===== config.mk =====
export PLATFORM = sky130hd
export DESIGN_NAME = instr_fetch_unit
export DESIGN_NICKNAME = d
export VERILOG_FILES = /design/src/rtl/instr_fetch_unit.sv
export SDC_FILE = /design/constraint.sdc
export NUM_CORES = 1
export LEC_CHECK = 0
export ABC_AREA = 1
export BUFFER_PORTS_ARGS = -buffer_cell sky130_fd_sc_hd__buf_2
export CAP_MARGIN = 20
export CORE_MARGIN = 3
export CORE_UTILIZATION = 39
export CTS_BUF_LIST = sky130_fd_sc_hd__clkbuf_4 sky130_fd_sc_hd__clkbuf_8 sky130_fd_sc_hd__clkbuf_16
export DETAILED_ROUTE_END_ITERATION = 10
export PLACE_DENSITY_LB_ADDON = 0.1
export SYNTH_ARGS = -nofsm -noshare
export SYNTH_HDL_FRONTEND = slang
export SYNTH_SLANG_ARGS = --single-unit

===== constraint.sdc =====
create_clock -name clk -period 1.4 [get_ports clk]
set_input_delay 0.28 -clock clk [delete_from_list [all_inputs] [get_ports clk]]
set_output_delay 0.28 -clock clk [all_outputs]
set_load 0.02 [all_outputs]

===== src/rtl/instr_fetch_unit.sv =====
// Fetch stage: owns PC and IR, runs the IDLE/WAIT/DONE handshake with instruction memory.
// Optional FETCH_COUNT_EN adds a counter of successfully fetched instructions.
module instr_fetch_unit #(
  parameter logic [15:0] RESET_PC = 16'h0000,
  parameter int unsigned TIMEOUT  = 15,
  parameter logic [15:0] NOP_WORD = 16'h0000
) (
  input  logic        clk,
  input  logic        rst_n,
  input  logic        fetch_req,
  input  logic        pc_wr,
  input  logic        pc_wr_cond,
  input  logic        alu_zero,
  input  logic        pc_sel,
  input  logic [15:0] pc_seq,
  input  logic [15:0] pc_target,
  output logic        im_req,
  output logic [15:0] im_addr,
  input  logic [15:0] im_rdata,
  input  logic        im_ack,
  output logic [15:0] pc,
  output logic [15:0] instr_reg,
  output logic [3:0]  opcode,
  output logic        ir_valid,
  output logic        fetch_done,
  output logic        fetch_busy,
  output logic        fetch_err,
  output logic [15:0] fetch_count
);

  typedef enum logic [1:0] {StIdle, StWait, StDone} state_e;

  // Counter value on the last permitted WAIT cycle; WAIT lasts at most TIMEOUT cycles.
  localparam logic [3:0] TimeoutLast = 4'(TIMEOUT - 1);

  state_e     state_q, state_d;
  logic [3:0] tcnt_q, tcnt_d;
  logic       wait_ack, wait_timeout, pc_load;

  assign wait_ack     = (state_q == StWait) && im_ack;
  assign wait_timeout = (state_q == StWait) && !im_ack && (tcnt_q == TimeoutLast);
  assign pc_load      = pc_wr | (pc_wr_cond & alu_zero);

  always_comb begin
    state_d = state_q;
    tcnt_d  = tcnt_q;
    unique case (state_q)
      StIdle: begin
        if (fetch_req) begin
          state_d = StWait;
          tcnt_d  = '0;
        end
      end
      StWait: begin
        if (wait_ack || wait_timeout) begin
          state_d = StDone;
        end else begin
          tcnt_d = tcnt_q + 4'd1;
        end
      end
      StDone:  state_d = StIdle;
      default: state_d = StIdle;
    endcase
  end

  always_ff @(posedge clk or negedge rst_n) begin
    if (!rst_n) begin
      state_q   <= StIdle;
      tcnt_q    <= '0;
      im_addr   <= '0;
      instr_reg <= '0;
      ir_valid  <= 1'b0;
      fetch_err <= 1'b0;
      pc        <= RESET_PC;
    end else begin
      state_q <= state_d;
      tcnt_q  <= tcnt_d;
      // Address is captured once per fetch so later PC writes cannot disturb it.
      if (state_q == StIdle && fetch_req) begin
        im_addr <= pc;
      end
      if (wait_ack) begin
        instr_reg <= im_rdata;
        ir_valid  <= 1'b1;
        fetch_err <= 1'b0;
      end else if (wait_timeout) begin
        instr_reg <= NOP_WORD;
        fetch_err <= 1'b1;
      end
      if (pc_load) begin
        pc <= pc_sel ? pc_target : pc_seq;
      end
    end
  end

`ifdef FETCH_COUNT_EN
  logic [15:0] fcnt_q;
  always_ff @(posedge clk or negedge rst_n) begin
    if (!rst_n) begin
      fcnt_q <= '0;
    end else if (wait_ack) begin
      fcnt_q <= fcnt_q + 16'd1;
    end
  end
  assign fetch_count = fcnt_q;
`else
  assign fetch_count = 16'h0000;
`endif

  assign im_req     = (state_q == StWait);
  assign fetch_busy = (state_q == StWait);
  assign fetch_done = (state_q == StDone);
  assign opcode     = instr_reg[15:12];

endmodule

### Word-level counts from Yosys, hierarchy flattened

Index checks and enable logic that the tools add are counted.

* logic and storage cells: 38
* bits in registers: 56

* bitwise gates (word level): 2
* equal/unequal tests: 6
* muxes and demuxes: 11
* reductions and logical operators: 11
* $add $sub $neg: 1

Operator list (count)
* $mux W16: 3
* $mux W4: 2
* $pmux W4 S2: 1
* $add A4 B1 Y4 const B: 1
* $eq A4 B4 Y1 const B: 1
* $logic_and A1 B1 Y1: 4
* $mux W2: 2
* $ne A2 B2 Y1 const B: 2
* $pmux W2 S2: 1
* $reduce_bool A2 Y1: 2
* $reduce_and A3 Y1: 1
* $eq A2 B1 Y1 const B: 1
* $eq A2 B2 Y1 const B: 1
* $logic_not A2 Y1: 1
* $mux W1: 2
* $ne A2 B1 Y1 const B: 1
* $reduce_and A2 Y1: 1
* $and A1 B1 Y1: 1
* $logic_not A1 Y1: 1
* $logic_or A1 B1 Y1: 1
* $or A1 B1 Y1: 1

### Longest topological paths before layout

Gate-level depths: netlist of run 1.

* depth in word-level cells: 6
* depth in mapped cells: 8
* mapped depth without buffers: 7

### Worst setup path before layout of run 1

No wires, ideal clock.

* path kind: register to register
* from: register tcnt_q[0]
* to: register instr_reg[14]
* period minus slack after synthesis: 1273 ps
* library setup time: 117 ps
* stages on the path, launching flop included: 9
* path slack: 127 ps
* path buffers: 1
* data arrival time: 1156 ps
* data required time: 1283 ps
* cells stage by stage: dfrtp_1 > inv_1 > ha_1 > nand3_1 > nor2_2 > nor2_4 > buf_6 > nand2_1 > nand2_1

* cells in the longest elaborated chain, start to end: 3

Ends and longest elaborated chain
* start: declaration: line 37 `logic [3:0] tcnt_q, tcnt_d;`
* start signal: assignment: line 77 `tcnt_q <= tcnt_d;`
* $eq A4 B4 Y1: line 41 `assign wait_timeout = (state_q == StWait) && !im_ack && (tcnt_q == TimeoutLast);`
* $logic_and A1 B1 Y1: line 41
* $reduce_bool A2 Y1 (no line)
* end signal: assignment: line 83 `instr_reg <= im_rdata;`
* end: declaration: line 22 `output logic [15:0] instr_reg,`

Every way passes these cells.
A chain may end at the register's enable or synchronous reset.

### Worst setup path in the final report of run 1

* from: register state_q[0]
* to: output fetch_busy

* cells in the longest elaborated chain, start to end: 1

Ends and longest elaborated chain
* start: declaration: line 36 `state_e state_q, state_d;`
* start signal: assignment: line 68 `state_q <= StIdle;`
* start signal: assignment: line 76 `state_q <= state_d;`
* $eq A2 B1 Y1: line 111 `assign fetch_busy = (state_q == StWait);`
* end: declaration: line 26 `output logic fetch_busy,`

Every way passes these cells.

==> summary.md, run 1 <==
| Metric | Value |
|---|---|
| Mapped Area | ~2600 um2 |
| CP startpoint kind | register |
| Pins Over Slew Limit | 0 |
| RSZ-0062 raised after global routing | true |
| Min Tclk post-route | 1.33 ns |
| Clk slew on worst S/H paths | 0.09 ns |
| Finished Layout Cells | 480 |
| Iteration-0 DRC Markers | slightly below 60 |
| Yosys top cell by area | dfrtp_1 |
| Yosys reg bits | 56 |
| Pwr dens | ~1700 nW/um2 |
| Clock tree sinks | 56 |
| Starting density of the core | 0.418 |
| Area Growth Syn to Fin | 29.6% |
| Final Power | approximately 5.8 mW |
| Die area | roughly 7600 um2 |
| Clock Tree Buf Depth | 2 |
| Nets | 462 |
| GRT Total Usage | 0.157 |
| Worst Path Required | ~1.1 ns |
| Routability congestion estimate | about 0.75 |
| Crit Path Category | register to primary output |
| Hold Crit Class | input port to register |
| Total CTS buffers | 5 |
| Ys async rst share | 1.00 |
| Post-synth EDFFs | 0 |
| Initial antenna violation count | 0 |
| Mapped Cells | a little under 300 |
| Detail Placement HPWL | ~4000 um |
| CP endpoint kind | primary output |
| Critical path fanouts, max | 4 |
| Outcome | complete, no violations |
| Pleak | ~1.9 nW |
| Vias per cell | between 4 and 5 |
| Routed wire length per instance | ~12 um |
| Final hold vios | 0 |
| Drt first pass iters | 4 |
| Rows | 28 |
| Clk_lat worst skew | 0.31 ns |
| IO Port Bufs | about 110 |
| Yosys Warn Count | 0 |
| Post-Syn Area per Cell | 8.78 um2 |
| Share of Yosys cell area claimed by the top area cell type | 0.547 |
| Fmax | between 0.7 and 0.8 GHz |
| Layout cells sized above 1 | 0.348 |
| DP Worst Slack | 0.0359 ns |
| Core area | just over 6000 um2 |
| Via count | 2120 |
| Final ANT Viol Nets | 0 |
| Antenna diodes | 0 |
| Largest net degree at the start of global routing | 57 |
| Count of final setup violators | 0 |
| Setup slack after layout | about 0.066 ns |
| Main synth FF type | dfrtp_1 |
| I/O pin cnt | between 100 and 150 |
| Clk_skew | 0.00444 ns |
| Number of library cell types mapped by synthesis | 23 |
| Die H | slightly below 90 um |
| Root Buffer | clkbuf_8 |
| Routed Wire Length | roughly 5700 um |
| Commonest cells after routing, fill and taps aside | buf_2 (110), nand2_1 (90), dfrtp_1 (56) |
| First-pass GRT wire length | around 9400 um |
| Worst EP arrival | about 1.1 ns |
| Final Cycle Share | 0.953 |
| DRC | 0 |
| Commonest non-fill, non-tap cell in the layout | buf_2 |
| H-tree levels | 2 |
| Die width | between 80 and 90 um |
| Placed insts | 469 |
| TritonCTS clock tree | yes |
| Number of global-route vias before repair | 2040 |
| Max-Cap Viols | 0 |
| Peak supply drop | 980 uV |
| Synth area leaders | dfrtp_1 (55%), nand2_1 (13%), buf_4 (6.4%), o21ai_0 (6.3%), inv_1 (5.3%) |
| Total grt overflow | 0 |
| Register area share after synthesis | 0.547 |
-- synth_stat cells, drive strengths merged, types with 2 or more instances --
master	count
nand3	8
o21ai	32
nor2	11
dfrtp	56
clkbuf	7
inv	39
nand2	91
ha	2
buf	25
o211ai	16
-- stage by stage --
step	hold slack, ns	cell area (um2)	TNS (ns)	util
global route	0.161	3320	-0.00295	0.542
floorplan	-0.0156	2620	0	-
CTS	0.158	3270	0	0.533
detailed placement	0.304	3160	0	0.516
global placement	0.305	3160	0	0.516
finish	0.171	3320	0	0.542
-- critical path: stages, from the launching register on --
cell and delay [ns]:
dfrtp_1 0.37, inv_2 0.06, nor2_4 0.16, buf_4 0.17
-- layout make-up --
class | instances | area [um2]
clock buffers | 7 | 90.1
clock inverters | 1 | 7.51
multi-input cells | 180 | 873
inverters | 39 | 149
flip-flops and latches | 56 | 1400
well taps | 75 | 93.8
repair buffers | 122 | 706
fillers | 576 | 2810
-- path summary, 6_finish.rpt --
path,slack (ns),cells past startpoint,to,from
min,0.17,3,instr_reg[13],im_rdata[13]
max reg2reg,0.11,7,instr_reg[9],tcnt_q[1]
max in group asynchronous,0.66,3,im_addr[4],rst_n
min reg2reg,0.47,1,ir_valid,ir_valid
max,0.07,3,fetch_busy,state_q[0]
min in group asynchronous,0.50,3,instr_reg[12],rst_n
-- cells by family after synthesis --
group	synth area share
buffers and inverters	0.141
xor gates and xnor gates	0.00342
other	0.00146
DFF	0.547
AOI/OAI and AO/OA	0.112
and+or+nand+nor	0.185
adders and majority gates	0.00976
-- power by group --
| group | switching [mW] | total [mW] | leakage, nW | internal, mW |
|---|---|---|---|---|
| Clock | 0.516 | 0.939 | 0.0479 | 0.423 |
| Sequential | 0.301 | 2.45 | 0.689 | 2.15 |
| Combinational | 1.58 | 2.42 | 1.16 | 0.836 |
| Total | 2.40 | 5.81 | 1.90 | 3.41 |
-- per-layer routing --
layer	vias to the layer above	GRT usage	part of all wire
met1	929	0.206	0.45
met4	0	0.0425	0.012
met3	8	0.0549	0.10
met5	-	0	0
li1	1096	-	-
met2	87	0.248	0.43
-- timing repair --
action | CTS | global route
hold buffers | 1 | 0
endpoints found under the setup margin | 0 | 23
gates resized for setup | 0 | 6
buffers inserted | 0 | 2
endpoints found under the hold margin | 56 | 0
No activity file was read; power rests on OpenSTA's default activity.
==> run 2, diff against run 1 <==
- ABC_AREA: 1 -> 0
==> summary.md, run 2 <==
| Metric | Value |
|---|---|
| Outcome | finished, violations left (was complete, no violations) |
| Violated checks | negative setup slack |
| Post-layout util | 0.548 (was 0.542) |
| Worst EP arrival | 1.18 ns (was 1.05 ns) |
| Critical path fanouts, max | 4 (unchanged) |
| Largest net degree at the start of global routing | 57 (unchanged) |
| Crit Path Category | register to primary output (unchanged) |
| IO Port Bufs | 112 (unchanged) |
| Number of fill cells in the layout | 547 (was 576) |
| Mapped Cells | 201 (was 292) |
| Finished Layout Cells | 394 (was 480) |
| Drt first pass iters | 4 (unchanged) |
| Routed Wire Length | 5420 um (was 5730 um) |
| CP endpoint kind | primary output (unchanged) |
| Final Power | 6.23 mW (was 5.81 mW) |
| Yosys Warn Count | 0 (unchanged) |
| Slowest stage delay, CP | 0.43 ns (was 0.37 ns) |
| Placed insts | 382 (was 469) |
| Final hold vios | 0 (unchanged) |
| Number of library cell types mapped by synthesis | 28 (was 23) |
| Yosys reg bits | 56 (unchanged) |
| Initial antenna violation count | 0 (unchanged) |
| Pins Over Slew Limit | 0 (unchanged) |
| CP cell instances | buf_6, and2b_2, buf_6 (was inv_2, nor2_4, buf_4) |
| Routability congestion estimate | 0.781 (was 0.749) |
| RSZ-0062 raised after global routing | true (unchanged) |
| Placed cell areas | 3110 um2 (was 3160 um2) |
| H-tree levels | 2 (unchanged) |
| Die area | 7310 um2 (was 7580 um2) |
| Iteration-0 DRC Markers | 34 (was 59) |
| Setup slack after layout | -0.0604 ns (was 0.0658 ns) |
| Max-Cap Viols | 0 (unchanged) |
| Clk_lat worst skew | 0.30 ns (was 0.31 ns) |
| Clock tree sinks | 56 (unchanged) |
| Area taken by multi-input logic gates | 953 um2 (was 873 um2) |
| DP Worst Slack | -0.00729 ns (was 0.0359 ns) |
| Top cells by count, synth | dfrtp_1 (56), buf_4 (21), nand2_1 (19), mux2i_1 (18) (was nand2_1 (91), dfrtp_1 (56), inv_1 (36), o21ai_0 (32), buf_4 (22)) |
| Detail Placement HPWL | 4030 um (was 4120 um) |
| Die width | 85.5 um (was 87.1 um) |
| Synth area leaders | dfrtp_1 (57%), mux2i_1 (7.3%), mux2_2 (7.3%), buf_4 (6.4%), a22o_1 (5.7%) (was dfrtp_1 (55%), nand2_1 (13%), buf_4 (6.4%), o21ai_0 (6.3%), inv_1 (5.3%)) |
| Peak supply drop | 903 uV (was 980 uV) |
| CP startpoint kind | register (unchanged) |
| Fin Setup TNS | -0.181 ns (was 0 ns) |
| Starting density of the core | 0.409 (was 0.418) |
| Pleak | 1.77 nW (was 1.90 nW) |
| Crit path top cell by count | buf_6 |
| Mapped Area | 2460 um2 (was 2560 um2) |
| Root Buffer | clkbuf_8 (unchanged) |
| GRT Total Usage | 0.150 (was 0.157) |
| Start point of the critical path | state_q[1] (was state_q[0]) |
| Crit-path slowest cell | dfrtp_2 (was dfrtp_1) |
| First-pass GRT wire length | 8850 um (was 9440 um) |
| Clk slew on worst S/H paths | 0.10 ns (was 0.09 ns) |
| FF+latch area | 1400 um2 (about the same) |
| Die H | 85.5 um (was 87.1 um) |
| Ys async rst share | 1.00 (unchanged) |
| Layout cells sized above 1 | 0.495 (was 0.348) |
| Total grt overflow | 0 (unchanged) |
| Antenna diodes | 0 (unchanged) |
| Worst Path Required | 1.12 ns (about the same) |
| Commonest non-fill, non-tap cell in the layout | buf_2 (unchanged) |
| Pwr dens | 1890 nW/um2 (was 1750 nW/um2) |
| Count of final setup violators | 8 (was 0) |
| TritonCTS clock tree | yes (unchanged) |
| Hold Crit Class | input port to register (unchanged) |
| R2R Path Start | state_q[1] (was tcnt_q[1]) |
| Main synth FF type | dfrtp_1 (unchanged) |
| Design area | 3300 um2 (was 3320 um2) |
| Via count | 1841 (was 2120) |
| Rows | 28 (unchanged) |
| Core area | 6030 um2 (was 6130 um2) |
| Count leader, synth | dfrtp_1 (was nand2_1) |
| Register area share after synthesis | 0.569 (was 0.547) |
| Total CTS buffers | 5 (unchanged) |
| Number of global-route vias before repair | 1771 (was 2040) |
| Fmax | 0.685 GHz (was 0.750 GHz) |
| Nets | 376 (was 462) |
| Hold path start | im_rdata[3] (was im_rdata[13]) |
| Commonest cells after routing, fill and taps aside | buf_2 (109), dfrtp_1 (54), mux2i_1 (18), nand2_1 (18) (was buf_2 (110), nand2_1 (90), dfrtp_1 (56)) |
| I/O pin cnt | 129 (unchanged) |
| Clk_skew | 0.00534 ns (was 0.00444 ns) |
| Post-synth EDFFs | 0 (unchanged) |
| DRC | 0 (unchanged) |
| Share of Yosys cell area claimed by the top area cell type | 0.569 (was 0.547) |
| Clock Tree Buf Depth | 2 (unchanged) |
| Routed wire length per instance | 13.8 um (was 11.9 um) |
| Final ANT Viol Nets | 0 (unchanged) |
| Hold_ws | 0.195 ns (was 0.171 ns) |
| Yosys top cell by area | dfrtp_1 (unchanged) |
| Vias per cell | 4.67 (was 4.42) |
| Area Growth Syn to Fin | 33.9% (was 29.6%) |
| Post-Syn Area per Cell | 12.3 um2 (was 8.78 um2) |
| Final Cycle Share | 1.04 (was 0.953) |
| Min Tclk post-route | 1.46 ns (was 1.33 ns) |
## run 2: cell count changes after synthesis, sizes merged, moves of 2 or more
cell	previous run	this run
nand2	91	19
inv	39	4
mux2i	0	18
a22o	0	16
mux2	0	16
o211ai	16	0
o21ai	32	16
nor2	11	4
clkbuf	7	3
nand3	8	5
a21oi	0	2
buf	25	27
o2bb2ai	0	2
## run 2: where the power goes
part | switching [mW] | leakage (nW) | internal [mW]
registers | 0.379 | 0.684 | 2.19
clock network | 0.519 | 0.0516 | 0.406
logic | 1.52 | 1.03 | 1.22
## run 2: logic make-up after synthesis
family          Yosys count  share of synthesized area
mux                      34                      0.146
buf+inv                  34                     0.0944
simple gates             33                     0.0624
other cells               1                    0.00152
fa+ha+maj                 2                     0.0102
compound gates           41                      0.117
flops                    56                      0.569
## run 2: worst max-delay path, delay by kind of cell (launching register included)
family        cells  cell delay, ns
flops             1            0.43
buf+inv           2            0.26
simple gates      1            0.19
## run 2: worst paths after layout
check / endpoint / slack [ns] / cells past startpoint
worst max register to register: im_addr[7] / -0.02 / 4
worst max-delay path: fetch_done / -0.06 / 3
max in group asynchronous: state_q[0] / 0.65 / 3
min in group asynchronous: instr_reg[12] / 0.49 / 3
worst min-delay path: instr_reg[3] / 0.20 / 2
worst min register to register: ir_valid / 0.48 / 1
## run 2: layout make-up
| class | instances | area share |
|---|---|---|
| Clock buffer | 6 | 0.0250 |
| Timing Repair Buffer | 125 | 0.223 |
| Sequential cell | 56 | 0.425 |
| Inverter | 4 | 0.00455 |
| Multi-Input combinational cell | 126 | 0.289 |
| Clock inverter | 2 | 0.00417 |
| Tap cell | 75 | 0.0284 |
## run 2: per-layer routing
metal,vias to the layer above,track usage,wire length (um)
met5,-,0,0
met4,0,0.0417,36
met3,4,0.0413,466
met2,84,0.234,2500
met1,853,0.208,2430
li1,900,-,-
## run 2: timing repair
action,4_1_cts,5_1_grt
endpoints found under the hold margin,56,0
hold buffers,1,0
gates resized for setup,12,9
pin swaps,1,8
setup buffers,4,0
setup endpoints to repair,12,33
==> run 3, diff against run 2 <==
- SKIP_LAST_GASP: unset -> 1
==> summary.md, run 3 (synthesis gave the netlist of run 2 again) <==
| Metric | Value |
|---|---|
| Final Cycle Share | 1.04 (about the same) |
| Slowest stage delay, CP | 0.43 ns (about the same) |
| Fin Setup TNS | -0.321 ns (was -0.181 ns) |
| DRC | 0 (unchanged) |
| Setup slack after layout | -0.0601 ns (was -0.0604 ns) |
| First-pass GRT wire length | 8850 um (unchanged) |
| H-tree levels | 2 (unchanged) |
| RSZ-0062 raised after global routing | true (unchanged) |
| Final ANT Viol Nets | 0 (unchanged) |
| Number of global-route vias before repair | 1773 (was 1771) |
| Number of fill cells in the layout | 552 (was 547) |
| Clk slew on worst S/H paths | 0.10 ns (about the same) |
| Via count | 1862 (was 1841) |
| CP cell instances | buf_6, and2b_2, buf_6 (unchanged) |
| Die width | 85.5 um (unchanged) |
| Max-Cap Viols | 0 (unchanged) |
| Worst Path Required | 1.12 ns (about the same) |
| Peak supply drop | 944 uV (was 903 uV) |
| IO Port Bufs | 112 (unchanged) |
| TritonCTS clock tree | yes (unchanged) |
| Hold Crit Class | input port to register (unchanged) |
| Vias per cell | 4.73 (was 4.67) |
| Min Tclk post-route | 1.46 ns (about the same) |
| Drt first pass iters | 4 (unchanged) |
| Hold_ws | 0.195 ns (about the same) |
| Commonest non-fill, non-tap cell in the layout | buf_2 (unchanged) |
| Antenna diodes | 0 (unchanged) |
| Clock tree sinks | 56 (unchanged) |
| Count of final setup violators | 16 (was 8) |
| Fmax | 0.685 GHz (about the same) |
| Total CTS buffers | 5 (unchanged) |
| Violated checks | negative setup slack (unchanged) |
| Root Buffer | clkbuf_8 (unchanged) |
| Core area | 6030 um2 (unchanged) |
| Nets | 376 (unchanged) |
| Initial antenna violation count | 0 (unchanged) |
| Layout cells sized above 1 | 0.495 (unchanged) |
| Worst EP arrival | 1.18 ns (about the same) |
| Pwr dens | 1880 nW/um2 (was 1890 nW/um2) |
| CP startpoint kind | register (unchanged) |
| Final hold vios | 0 (unchanged) |
| Clk_lat worst skew | 0.30 ns (about the same) |
| Reg2reg setup slack | -0.02 ns (about the same) |
| Area Growth Syn to Fin | 32.6% (was 33.9%) |
| Critical path fanouts, max | 4 (unchanged) |
| Detail Placement HPWL | 4030 um (unchanged) |
| Routed Wire Length | 5400 um (was 5420 um) |
| Total grt overflow | 0 (unchanged) |
| Clk_skew | 0.00421 ns (was 0.00534 ns) |
| Starting density of the core | 0.409 (unchanged) |
| Pleak | 1.74 nW (was 1.77 nW) |
| Rows | 28 (unchanged) |
| Largest net degree at the start of global routing | 57 (unchanged) |
| I/O pin cnt | 129 (unchanged) |
| Post-layout util | 0.543 (was 0.548) |
| Outcome | finished, violations left (unchanged) |
| Iteration-0 DRC Markers | 43 (was 34) |
| Clock Tree Buf Depth | 2 (unchanged) |
| GRT Total Usage | 0.150 (unchanged) |
| Crit Path Category | register to primary output (unchanged) |
| Routability congestion estimate | 0.781 (unchanged) |
| Commonest cells after routing, fill and taps aside | buf_2 (109), dfrtp_1 (54), mux2i_1 (18), nand2_1 (18) (unchanged) |
| Pins Over Slew Limit | 0 (unchanged) |
| CP endpoint kind | primary output (unchanged) |
| Crit-path slowest cell | dfrtp_2 (unchanged) |
| Die H | 85.5 um (unchanged) |
| Die area | 7310 um2 (unchanged) |
| Crit path top cell by count | buf_6 (unchanged) |
| Routed wire length per instance | 13.7 um (was 13.8 um) |
-- run 3: cell counts in the layout (fill, tap and decap cells not counted) --
No cell type changed its count.
-- run 3: timing repair --
action,4_1_cts,5_1_grt
pin swaps,0,8
setup endpoints to repair,12,29
gates resized for setup,12,1
buffers inserted,4,0
hold buffers,1,0
endpoints found under the hold margin,56,0
cloned,0,0
-- run 3: final timing paths --
path	from	end	depth (start not counted)
max	state_q[1]	fetch_done	3
min	im_rdata[3]	instr_reg[3]	2
max reg2reg	state_q[1]	im_addr[6]	4
min reg2reg	ir_valid	ir_valid	1
max in group asynchronous	rst_n	state_q[0]	3
min in group asynchronous	rst_n	instr_reg[13]	3
-- run 3: where the power goes --
| group | internal (mW) | switching (mW) | total, mW |
|---|---|---|---|
| sequential | 2.19 | 0.372 | 2.56 |
| clock | 0.406 | 0.521 | 0.927 |
| combinational | 1.15 | 1.51 | 2.66 |
| total | 3.75 | 2.40 | 6.15 |
-- run 3: stage by stage --
| step | instances | power (mW) | worst slack (ns) | instance area [um2] |
|---|---|---|---|---|
| global route | 394 | 6.55 | -0.115 | 3270 |
| CTS | 395 | 6.26 | -0.0836 | 3290 |
| floorplan | 216 | 4.30 | -0.0271 | 2540 |
| finish | 394 | 6.15 | -0.0601 | 3270 |
| global placement | 382 | 5.15 | 0.0317 | 3110 |
| detailed placement | 382 | 5.20 | -0.00729 | 3110 |
-- run 3: area by class of cell --
class	count	area (um2)	share of cell area
multi-input combinational	126	923	0.282
clock inverter	2	13.8	0.00421
tap	75	93.8	0.0287
timing repair buffer	125	737	0.225
sequential	56	1400	0.429
inverter	4	15.0	0.00459
clock buffer	6	82.6	0.0253
-- run 3: metal layers --
| layer | wire length (um) | up-vias | track usage |
|---|---|---|---|
| li1 | - | 902 | - |
| met1 | 2410 | 871 | 0.208 |
| met2 | 2490 | 85 | 0.234 |
| met3 | 464 | 4 | 0.0413 |
| met5 | 0 | - | 0 |
| met4 | 36 | 0 | 0.0417 |
-- run 3: critical path: cells and delay by family, from the launching register on --
kind / cells / cell delay [ns]
and+or+nand+nor: 1 / 0.19
DFF: 1 / 0.43
buffers and inverters: 2 / 0.26
